==> config.mk <==
export PLATFORM = sky130hd
export DESIGN_NAME = spike_config_decoder
export DESIGN_NICKNAME = d
export VERILOG_FILES = /design/src/rtl/spike_config_decoder.sv
export SDC_FILE = /design/constraint.sdc
export NUM_CORES = 1
export LEC_CHECK = 0
export CORE_ASPECT_RATIO = 1.4
export CORE_MARGIN = 5
export CORE_UTILIZATION = 35
export CTS_CLUSTER_DIAMETER = 80
export DETAILED_ROUTE_END_ITERATION = 12
export GPL_TIMING_DRIVEN = 0
export PLACE_DENSITY_LB_ADDON = 0.05
export SLEW_MARGIN = 15
export SYNTH_ARGS = -nofsm -noshare
export SYNTH_HDL_FRONTEND = slang
export SYNTH_SLANG_ARGS = --single-unit
==> constraint.sdc <==
create_clock -name neuron_clk -period 4.5 [get_ports neuron_clk]
set_clock_uncertainty 0.1 [all_clocks]
set_input_delay 0.45 -clock neuron_clk [delete_from_list [all_inputs] [get_ports neuron_clk]]
set_output_delay 0.45 -clock neuron_clk [all_outputs]
set_load 0.02 [all_outputs]
==> src/rtl/spike_config_decoder.sv <==
// Flit decoder: spike accumulation plus sequenced 64-bit config writes into Neuron.
// Optional drop counter under DECODER_DROP_CNT_EN (tied to zero when undefined).
module spike_config_decoder #(
  parameter int FLIT_WIDTH         = 38,
  parameter int NURN_CNT_BIT_WIDTH = 2,
  parameter int AXON_CNT_BIT_WIDTH = 2,
  parameter int NUM_MEMS           = 12
) (
  input  logic                          neuron_clk,
  input  logic                          neuron_rst,
  input  logic                          start,
  input  logic [FLIT_WIDTH-1:0]         flit_to_decoder,
  input  logic                          activate_decoder,
  output logic                          stall_decoder,
  output logic [(1<<AXON_CNT_BIT_WIDTH)-1:0] spike_array,
  output logic [NUM_MEMS-1:0]           wr_en,
  output logic [NURN_CNT_BIT_WIDTH+AXON_CNT_BIT_WIDTH-1:0] wr_address,
  output logic [63:0]                   config_data,
  output logic [15:0]                   drop_count
);
  localparam int AW = NURN_CNT_BIT_WIDTH + AXON_CNT_BIT_WIDTH;
  localparam int SW = 1 << AXON_CNT_BIT_WIDTH;
  localparam logic [4:0] NMEM = 5'(NUM_MEMS);

  typedef enum logic [1:0] {
    S_IDLE, S_LO, S_HI, S_WR
  } st_e;

  st_e             state_q, state_d;
  logic [3:0]      msel_q, msel_d;
  logic [AW-1:0]   addr_q, addr_d;
  logic [31:0]     lo_q, lo_d;
  logic [AW-1:0]   wa_q, wa_d;
  logic [63:0]     wd_q, wd_d;
  logic [SW-1:0]   acc_q, acc_d;
  logic [SW-1:0]   spk_q, spk_d;
  logic [1:0]      drop_inc;

  logic [1:0]      ftype;
  logic [31:0]     pay;
  logic            take, f_single, f_head, f_body, f_tail;
  logic            head_ok, msel_ok;

  assign ftype    = flit_to_decoder[37:36];
  assign pay      = flit_to_decoder[31:0];
  assign take     = activate_decoder && (state_q != S_WR);
  assign f_single = take && (ftype == 2'b11);
  assign f_head   = take && (ftype == 2'b10);
  assign f_body   = take && (ftype == 2'b00);
  assign f_tail   = take && (ftype == 2'b01);
  assign head_ok  = (pay[31:28] == 4'h1);
  assign msel_ok  = ({1'b0, msel_q} < NMEM);

  logic unused_flit;
  assign unused_flit = ^flit_to_decoder;

  always_ff @(posedge neuron_clk) begin
    if (neuron_rst) begin
      state_q <= S_IDLE;
      msel_q  <= '0;
      addr_q  <= '0;
      lo_q    <= '0;
      wa_q    <= '0;
      wd_q    <= '0;
      acc_q   <= '0;
      spk_q   <= '0;
    end else begin
      state_q <= state_d;
      msel_q  <= msel_d;
      addr_q  <= addr_d;
      lo_q    <= lo_d;
      wa_q    <= wa_d;
      wd_q    <= wd_d;
      acc_q   <= acc_d;
      spk_q   <= spk_d;
    end
  end

  always_comb begin
    state_d  = state_q;
    msel_d   = msel_q;
    addr_d   = addr_q;
    lo_d     = lo_q;
    wa_d     = wa_q;
    wd_d     = wd_q;
    drop_inc = 2'd0;
    unique case (state_q)
      S_IDLE: begin
        if (f_head) begin
          if (head_ok) begin
            state_d = S_LO;
            msel_d  = pay[27:24];
            addr_d  = pay[AW-1:0];
          end else begin
            drop_inc = 2'd1;
          end
        end else if (f_body || f_tail) begin
          drop_inc = 2'd1;
        end
      end
      S_LO, S_HI: begin
        if (f_head) begin
          // A new head aborts the packet in flight and may itself be dropped
          if (head_ok) begin
            drop_inc = 2'd1;
            state_d  = S_LO;
            msel_d   = pay[27:24];
            addr_d   = pay[AW-1:0];
          end else begin
            drop_inc = 2'd2;
            state_d  = S_IDLE;
          end
        end else if (state_q == S_LO && f_body) begin
          lo_d    = pay;
          state_d = S_HI;
        end else if (state_q == S_HI && f_tail) begin
          if (msel_ok) begin
            wa_d    = addr_q;
            wd_d    = {pay, lo_q};
            state_d = S_WR;
          end else begin
            drop_inc = 2'd1;
            state_d  = S_IDLE;
          end
        end else if (f_body || f_tail) begin
          drop_inc = 2'd1;
          state_d  = S_IDLE;
        end
      end
      S_WR: state_d = S_IDLE;
      default: state_d = S_IDLE;
    endcase
  end

  // A spike in the start cycle belongs to the next step
  always_comb begin
    acc_d = start ? '0 : acc_q;
    spk_d = start ? acc_q : spk_q;
    if (f_single) acc_d[pay[AXON_CNT_BIT_WIDTH-1:0]] = 1'b1;
  end

  always_comb begin
    wr_en = '0;
    for (int i = 0; i < NUM_MEMS; i++) begin
      wr_en[i] = (state_q == S_WR) && (msel_q == 4'(i));
    end
    stall_decoder = (state_q == S_WR);
    spike_array   = spk_q;
    wr_address    = wa_q;
    config_data   = wd_q;
  end

`ifdef DECODER_DROP_CNT_EN
  logic [15:0] drop_q;
  logic [16:0] drop_sum;
  assign drop_sum = {1'b0, drop_q} + {15'b0, drop_inc};
  always_ff @(posedge neuron_clk) begin
    if (neuron_rst) drop_q <= '0;
    else            drop_q <= drop_sum[16] ? 16'hFFFF : drop_sum[15:0];
  end
  assign drop_count = drop_q;
`else
  logic unused_drop;
  assign unused_drop = ^drop_inc;
  assign drop_count  = '0;
`endif

endmodule

==> flow_summary.html, run 1 <==
<table>
<tr><th>Metric</th><th>Value</th></tr>
<tr><th colspan="2">Clock network</th></tr>
<tr><td>Clk pin slew, worst setup/hold paths</td><td>0.05 ns</td></tr>
<tr><td>Quantity of hold-fixing buffers added after cts</td><td>0</td></tr>
<tr><td>Clock sink total</td><td>118</td></tr>
<tr><td>TritonCTS buffer count</td><td>17</td></tr>
<tr><td>Quantity of gates resized following cts</td><td>0</td></tr>
<tr><td>Clock latency reported for the late side of the worst-skew pair</td><td>0.41 ns</td></tr>
<tr><td>CTS tree</td><td>yes</td></tr>
<tr><td>CTS H-Tree Depth</td><td>4</td></tr>
<tr><td>Setup repair bufs after CTS</td><td>0</td></tr>
<tr><td>Maximum count of clock buffers along a single path</td><td>2</td></tr>
<tr><td>Buffer type at the clock tree root</td><td>clkbuf_16</td></tr>
<tr><th colspan="2">Floorplan</th></tr>
<tr><td>Number of core rows</td><td>49</td></tr>
<tr><td>IO Count</td><td>143</td></tr>
<tr><td>Effective utilization at floorplan</td><td>0.3554</td></tr>
<tr><td>Floorplan Core Area</td><td>0.01275 sq mm</td></tr>
<tr><td>Die height</td><td>144.6 microns</td></tr>
<tr><td>Die ar.</td><td>0.01536 sq mm</td></tr>
<tr><td>Die width</td><td>106.2 microns</td></tr>
<tr><th colspan="2">Route</th></tr>
<tr><td>Per-cell via count in the routed design</td><td>4.711</td></tr>
<tr><td>Total vias in the final route</td><td>4179</td></tr>
<tr><td>Remaining design rule violation count</td><td>0</td></tr>
<tr><td>Antenna Violating Nets Remaining</td><td>0</td></tr>
<tr><td>WL final</td><td>12870 microns</td></tr>
<tr><td>Pre-Repair DR Iteration Count</td><td>4</td></tr>
<tr><td>Post-DR wirelength/cell</td><td>14.51 microns</td></tr>
<tr><td>DRC violation total after the first TritonRoute iteration</td><td>197</td></tr>
<tr><th colspan="2">Global routing</th></tr>
<tr><td>First-pass GRT wire length</td><td>20340 microns</td></tr>
<tr><td>Pin count of the biggest net entering global routing</td><td>17</td></tr>
<tr><td>Number of antenna violations at the first check in global routing</td><td>0</td></tr>
<tr><td>Overflow left after global routing</td><td>0</td></tr>
<tr><td>Overall global routing resource usage</td><td>0.1693</td></tr>
<tr><td>Number of global-route vias before repair</td><td>4100</td></tr>
<tr><th colspan="2">Finish</th></tr>
<tr><td>Finished Layout Cells</td><td>887</td></tr>
<tr><td>Final core occ</td><td>0.5194</td></tr>
<tr><td>Proportion of layout cells with a drive suffix above 1</td><td>0.08719</td></tr>
<tr><td>Inserted Diodes</td><td>0</td></tr>
<tr><td>Final non-filler cell area</td><td>0.006624 sq mm</td></tr>
<tr><td>Area added between synthesis and finish</td><td>46.16%</td></tr>
<tr><td>Final layout net count</td><td>768</td></tr>
<tr><th colspan="2">STA</th></tr>
<tr><td>Hold violation count in the final report</td><td>0</td></tr>
<tr><td>Max-Slew Margin vs Limit</td><td>0.6039</td></tr>
<tr><td>Setup violation total in the final timing report</td><td>0</td></tr>
<tr><td>Accumulated negative setup slack</td><td>0 ns</td></tr>
<tr><td>Post-route minimum period</td><td>3.082 ns</td></tr>
<tr><td>Worst-margin pin slew</td><td>0.5941 ns</td></tr>
<tr><td>Fin Hold WS</td><td>0.3516 ns</td></tr>
<tr><td>Final Max Tran Viols</td><td>0</td></tr>
<tr><td>Top achievable clock speed</td><td>324.5 MHz</td></tr>
<tr><td>Post-route fraction of the period consumed by the critical path</td><td>0.6849</td></tr>
<tr><td>Unrepaired setup endpoints after global routing</td><td>no</td></tr>
<tr><th colspan="2">Setup path</th></tr>
<tr><td>Critical Path Slowest Stage Cell</td><td>clkdlybuf4s50_1</td></tr>
<tr><td>Longest individual stage delay on the worst path</td><td>0.63 ns</td></tr>
<tr><td>Max Fanout on Critical Path</td><td>10</td></tr>
<tr><td>Ordered cell list for the critical path</td><td>ha_1 -&gt; buf_2 -&gt; or3b_2 -&gt; nor3_1 -&gt; clkdlybuf4s50_1</td></tr>
<tr><td>Signal arrival time at the worst endpoint</td><td>2.53 ns</td></tr>
<tr><td>Required time reported for the critical path endpoint</td><td>3.95 ns</td></tr>
<tr><td>Kind of end point of the critical path</td><td>primary output</td></tr>
<tr><td>Startpoint kind of the worst setup timing path</td><td>register</td></tr>
<tr><td>Critical path start-end classification</td><td>register to primary output</td></tr>
<tr><th colspan="2">Yosys</th></tr>
<tr><td>Yosys Warn Count</td><td>0</td></tr>
<tr><td>Cell count after synthesis</td><td>567</td></tr>
<tr><td>Area of the mapped netlist</td><td>0.004532 sq mm</td></tr>
<tr><td>Number of synthesized register bits</td><td>118</td></tr>
<tr><td>Share of the yosys chip area belonging to registers</td><td>0.5213</td></tr>
<tr><td>Syn avg cell area</td><td>7.993 sq um</td></tr>
<tr><td>Number of distinct library cells after synthesis</td><td>35</td></tr>
<tr><th colspan="2">Run</th></tr>
<tr><td>Reported max-cap violation count</td><td>0</td></tr>
<tr><th colspan="2">Placement</th></tr>
<tr><td>Weighted congestion reported at the end of routability-driven placement</td><td>0.8620</td></tr>
<tr><td>Detailed Place HPWL</td><td>9527 microns</td></tr>
<tr><td>Cell Area, Placed</td><td>0.005981 sq mm</td></tr>
<tr><td>Number of port buffers</td><td>120</td></tr>
<tr><td>Placed Cells</td><td>855</td></tr>
<tr><th colspan="2">Worst hold path</th></tr>
<tr><td>Class of the most critical hold timing path</td><td>register to register</td></tr>
<tr><th colspan="2">Pwr</th></tr>
<tr><td>Ratio of total power to cell area</td><td>395.6 mW/mm^2</td></tr>
<tr><td>Maximum ir drop on the vdd rail</td><td>0.2186 mV</td></tr>
<tr><td>P_leak</td><td>0.002324 uW</td></tr>
<tr><th colspan="2">Run status</th></tr>
<tr><td>Outcome</td><td>finished, final reports clean</td></tr>
</table>
worst max-delay path: cells and delay by family (launching register included):
family,cells,cell delay (ns)
buffers and inverters,2,0.83
AND/OR/NAND/NOR,2,0.66
flip-flops,1,0.43
adder cells (fa/ha/maj),1,0.20
synthesized netlist by cell type (all sizes together):
library cell    n  area (sq um)
nor4b           1         8.760
a21boi          1         7.510
or3b            1         8.760
a22oi           2         15.01
and2            1         8.760
inv             4         15.01
nand2b          3         18.77
o2bb2ai         1         8.760
mux2i          12         120.1
o21ai           1         5.000
nor4            1         6.260
o32ai           1         8.760
nand2         204         765.7
dfxtp         118          2362
a2bb2oi         1         8.760
nand3b          5         50.05
conb            1         3.750
or3             1         6.260
nor3b           2         15.01
clkbuf         26         97.59
buf            29         209.0
and4b           1         10.01
a21oi         102         510.5
nand4b          1         8.760
nor2b           2         12.51
ha              5         62.56
a32oi           1         8.760
nor4bb          1         10.01
nor3            7         40.04
nor2           29         108.9
nand3           2         10.01
cell usage in the layout, fill, tap and decap left out, types with 2 or more instances in the layout:
| cell | instances |
|---|---|
| nor2_1 | 29 |
| buf_4 | 18 |
| clkbuf_1 | 27 |
| nand2b_1 | 3 |
| buf_2 | 8 |
| conb_1 | 16 |
| mux2i_1 | 12 |
| ha_1 | 5 |
| a22oi_1 | 2 |
| clkinvlp_4 | 4 |
| inv_1 | 4 |
| clkbuf_16 | 17 |
| dfxtp_1 | 118 |
| nand3b_1 | 4 |
| nand3_1 | 2 |
| nand2_1 | 204 |
| clkbuf_8 | 3 |
| nor2b_1 | 2 |
| clkdlybuf4s50_1 | 120 |
| nor3b_1 | 2 |
| bufinv_16 | 4 |
| clkinv_4 | 2 |
| nor3_1 | 6 |
| a21oi_1 | 102 |
| buf_6 | 3 |
stage by stage:
step | total power (uW) | setup slack [ns]
after CTS | 2643 | 1.376
after detailed placement | 1190 | 1.840
after global routing | 2705 | 1.263
final | 2621 | 1.418
after floorplan | 1133 | 2.104
after global placement | 1190 | 1.842
logic make-up after synthesis:
logic type	after synthesis	synth area share
AOI/OAI and AO/OA	110	0.1264
buffers and inverters	59	0.07095
and+or+nand+nor	262	0.2402
muxes	12	0.02651
adders and majority gates	5	0.01380
other	1	0.0008275
DFF	118	0.5213
report_power, final:
part	switching (uW)	internal [uW]
Sequential	2.79	1050
Combinational	65.7	51.7
Clock	481	971
registers in the layout, indices dropped and copies added (netlist names):
name         cells
wr_address       4
lo_q            32
msel_q           4
acc_q            4
state_q          2
spike_array      4
config_data     64
addr_q           4
layer usage:
layer	GRT usage	share of wire	up-vias
met5	0	0	-
met4	0.05525	0.014	0
met3	0.04913	0.051	14
met2	0.3025	0.51	118
met1	0.1941	0.43	1925
li1	-	-	2122
area by class of cell:
type                    instances  area [sq um]
fillers                      1297          6128
plain buffers                  55         306.5
multi-input cells             405          1904
inverters                       4         15.01
flip-flops and latches        118          2362
repair buffers                120          1201
well taps                     153         191.4
clock inverters                11         172.7
clock buffers                  21         470.5
path summary, 6_finish.rpt:
kind                                      start               to  slack [ns]  depth (start not counted)
worst min register to register  config_data[12]  config_data[12]        0.35                          2
worst max-delay path                 state_q[1]         wr_en[0]        1.42                          5
worst max register to register       state_q[1]  config_data[26]        2.25                          8
worst min-delay path            config_data[12]  config_data[12]        0.35                          2
Power figures use the tool's default switching activity.
==> run 2: changes to the inputs <==
==> constraint.sdc (replaced) <==
create_clock -name neuron_clk -period 2.8 [get_ports neuron_clk]
set_clock_uncertainty 0.1 [all_clocks]
set_input_delay 0.28 -clock neuron_clk [delete_from_list [all_inputs] [get_ports neuron_clk]]
set_output_delay 0.28 -clock neuron_clk [all_outputs]
set_load 0.02 [all_outputs]
==> run 2 against run 1 <==
Total power rose by 60%. Utilization barely moved. Worst hold slack got worse by 0.13 ns. Cell area barely moved. Flip-flop and latch count did not move. Via count fell by 0.12%. Die area did not move. Global-route usage did not move. Clock power rose by 61%. Highest routed layer unchanged. Setup slack got worse by 1.2 ns.
==> flow_summary.html, run 2 (synthesis gave the netlist of run 1 again) <==
<table>
<tr><th>Metric</th><th>Value</th></tr>
<tr><th colspan="2">Floorplan</th></tr>
<tr><td>Die height</td><td>144.6 microns (unchanged)</td></tr>
<tr><td>Floorplan Core Area</td><td>0.01275 sq mm (unchanged)</td></tr>
<tr><td>Die width</td><td>106.2 microns (unchanged)</td></tr>
<tr><td>Die ar.</td><td>0.01536 sq mm (unchanged)</td></tr>
<tr><td>Effective utilization at floorplan</td><td>0.3554 (unchanged)</td></tr>
<tr><td>Number of core rows</td><td>49 (unchanged)</td></tr>
<tr><td>IO Count</td><td>143 (unchanged)</td></tr>
<tr><th colspan="2">STA</th></tr>
<tr><td>Max-Slew Margin vs Limit</td><td>0.6054 (+0.001513)</td></tr>
<tr><td>Final Max Tran Viols</td><td>0 (unchanged)</td></tr>
<tr><td>Hold violation count in the final report</td><td>0 (unchanged)</td></tr>
<tr><td>Unrepaired setup endpoints after global routing</td><td>no</td></tr>
<tr><td>Accumulated negative setup slack</td><td>0 ns (unchanged)</td></tr>
<tr><td>Post-route fraction of the period consumed by the critical path</td><td>0.9359</td></tr>
<tr><td>Worst-margin pin slew</td><td>0.5918 ns (-0.002268 ns)</td></tr>
<tr><td>Setup violation total in the final timing report</td><td>0 (unchanged)</td></tr>
<tr><td>Top achievable clock speed</td><td>381.6 MHz</td></tr>
<tr><td>Fin Hold WS</td><td>0.2170 ns (-0.1345 ns)</td></tr>
<tr><td>Post-route minimum period</td><td>2.621 ns</td></tr>
<tr><th colspan="2">Route</th></tr>
<tr><td>Post-DR wirelength/cell</td><td>14.47 microns (-0.23%)</td></tr>
<tr><td>Pre-Repair DR Iteration Count</td><td>4 (unchanged)</td></tr>
<tr><td>Per-cell via count in the routed design</td><td>4.706 (-0.12%)</td></tr>
<tr><td>Total vias in the final route</td><td>4174 (-0.12%)</td></tr>
<tr><td>Antenna Violating Nets Remaining</td><td>0 (unchanged)</td></tr>
<tr><td>DRC violation total after the first TritonRoute iteration</td><td>197 (unchanged)</td></tr>
<tr><td>WL final</td><td>12840 microns (-0.23%)</td></tr>
<tr><td>Remaining design rule violation count</td><td>0 (unchanged)</td></tr>
<tr><th colspan="2">Placement</th></tr>
<tr><td>Number of port buffers</td><td>120 (unchanged)</td></tr>
<tr><td>Weighted congestion reported at the end of routability-driven placement</td><td>0.8620 (unchanged)</td></tr>
<tr><td>Detailed Place HPWL</td><td>9527 microns (unchanged)</td></tr>
<tr><th colspan="2">Clock network</th></tr>
<tr><td>Maximum count of clock buffers along a single path</td><td>2 (unchanged)</td></tr>
<tr><td>CTS tree</td><td>yes</td></tr>
<tr><td>Clk pin slew, worst setup/hold paths</td><td>0.05 ns (about the same)</td></tr>
<tr><td>Clock sink total</td><td>118 (unchanged)</td></tr>
<tr><td>Setup repair bufs after CTS</td><td>0 (unchanged)</td></tr>
<tr><td>TritonCTS buffer count</td><td>17 (unchanged)</td></tr>
<tr><td>CTS H-Tree Depth</td><td>4 (unchanged)</td></tr>
<tr><td>Clock latency reported for the late side of the worst-skew pair</td><td>0.41 ns (about the same)</td></tr>
<tr><td>Buffer type at the clock tree root</td><td>clkbuf_16</td></tr>
<tr><th colspan="2">Finish</th></tr>
<tr><td>Most frequent cells in the layout</td><td>nand2_1 (204), dfxtp_1 (118), clkdlybuf4s50_1 (116), a21oi_1 (102), nor2_1 (29)</td></tr>
<tr><td>Area added between synthesis and finish</td><td>46.05% (about the same)</td></tr>
<tr><td>Final layout net count</td><td>768 (unchanged)</td></tr>
<tr><td>Proportion of layout cells with a drive suffix above 1</td><td>0.08719 (unchanged)</td></tr>
<tr><td>Leading cell type in the layout, fill and taps excluded</td><td>nand2_1</td></tr>
<tr><td>Flip-flop count of the largest register, all copies and words added</td><td>64 (unchanged)</td></tr>
<tr><td>Inserted Diodes</td><td>0 (unchanged)</td></tr>
<tr><th colspan="2">Setup path</th></tr>
<tr><td>Kind of end point of the critical path</td><td>primary output</td></tr>
<tr><td>Max Fanout on Critical Path</td><td>10 (unchanged)</td></tr>
<tr><td>Critical path start-end classification</td><td>register to primary output</td></tr>
<tr><td>Startpoint kind of the worst setup timing path</td><td>register</td></tr>
<tr><td>Required time reported for the critical path endpoint</td><td>2.42 ns (-1.53 ns)</td></tr>
<tr><td>Signal arrival time at the worst endpoint</td><td>2.24 ns (-0.29 ns)</td></tr>
<tr><th colspan="2">Run status</th></tr>
<tr><td>Outcome</td><td>finished, final reports clean</td></tr>
<tr><th colspan="2">Global routing</th></tr>
<tr><td>Overflow left after global routing</td><td>0 (unchanged)</td></tr>
<tr><td>Number of global-route vias before repair</td><td>4100 (unchanged)</td></tr>
<tr><td>Pin count of the biggest net entering global routing</td><td>17 (unchanged)</td></tr>
<tr><td>Number of antenna violations at the first check in global routing</td><td>0 (unchanged)</td></tr>
<tr><td>Overall global routing resource usage</td><td>0.1693 (unchanged)</td></tr>
<tr><td>First-pass GRT wire length</td><td>20340 microns (unchanged)</td></tr>
<tr><th colspan="2">Pwr</th></tr>
<tr><td>Power Total</td><td>4205 uW (+60%)</td></tr>
<tr><td>P_leak</td><td>0.002344 uW (+0.84%)</td></tr>
<tr><td>Ratio of total power to cell area</td><td>635.3 mW/mm^2 (+61%)</td></tr>
<tr><td>Maximum ir drop on the vdd rail</td><td>0.3450 mV (+58%)</td></tr>
<tr><th colspan="2">Worst hold path</th></tr>
<tr><td>Class of the most critical hold timing path</td><td>input pin to register</td></tr>
<tr><th colspan="2">Run</th></tr>
<tr><td>Reported max-cap violation count</td><td>0 (unchanged)</td></tr>
</table>
run 2: cell count changes in the layout (fill, tap and decap cells not counted), sizes merged:
| cell | previous run | this run |
|---|---|---|
| clkdlybuf4s50 | 120 | 116 |
| dlygate4sd2 | 0 | 4 |
run 2: power breakdown:
group,internal (uW),switching [uW],total [uW],leakage (uW)
sequential,1690,4.49,1690,0.000950
combinational,83.2,106,189,0.00109
clock,1560,765,2330,0.000302
total,3330,875,4200,0.00234
run 2: final timing paths:
path | start | to | slack [ns] | depth (start not counted)
hold / removal | start | spike_array[2] | 0.22 | 3
hold reg to reg | config_data[12] | config_data[12] | 0.35 | 2
setup / recovery | state_q[1] | wr_en[0] | 0.18 | 5
setup reg to reg | state_q[1] | config_data[26] | 0.55 | 8
run 2: cell type report:
class                   count  area, sq um
flip-flops and latches    118         2362
clock inverters            11        172.7
clock buffers              21        470.5
plain buffers              55        306.5
repair buffers            120         1196
well taps                 153        191.4
fillers                  1295         6133
multi-input cells         405         1904
inverters                   4        15.01
run 2: per-stage QoR:
step                      std cells  utilization  worst slack (ns)  instance area (sq um)
after floorplan                 582            -            0.5744                   4588
after global placement          855       0.4690            0.3120                   5981
after detailed placement        855       0.4690            0.3103                   5981
after CTS                       887       0.5190            0.1331                   6619
after global routing            887       0.5190           0.02455                   6619
final                           887       0.5190            0.1794                   6619
run 2: critical path, cell delays in order (launching register included):
cell	delay (ns)
dfxtp_1	0.43
ha_1	0.20
buf_2	0.20
or3b_2	0.51
nor3_1	0.14
dlygate4sd2_1	0.36
run 2: repair_timing:
action / CTS / global route
hold buffers: 0 / 0
endpoints found under the setup margin: 4 / 0
gates resized for setup: 4 / 0
run 2: layer usage:
layer | wire length [microns] | track usage | share of wire | vias up
li1 | - | - | - | 2125
met1 | 5473 | 0.1941 | 0.43 | 1920
met5 | 0 | 0 | 0 | -
met2 | 6537 | 0.3025 | 0.51 | 114
met4 | 178 | 0.05525 | 0.014 | 0
met3 | 647 | 0.04913 | 0.050 | 15
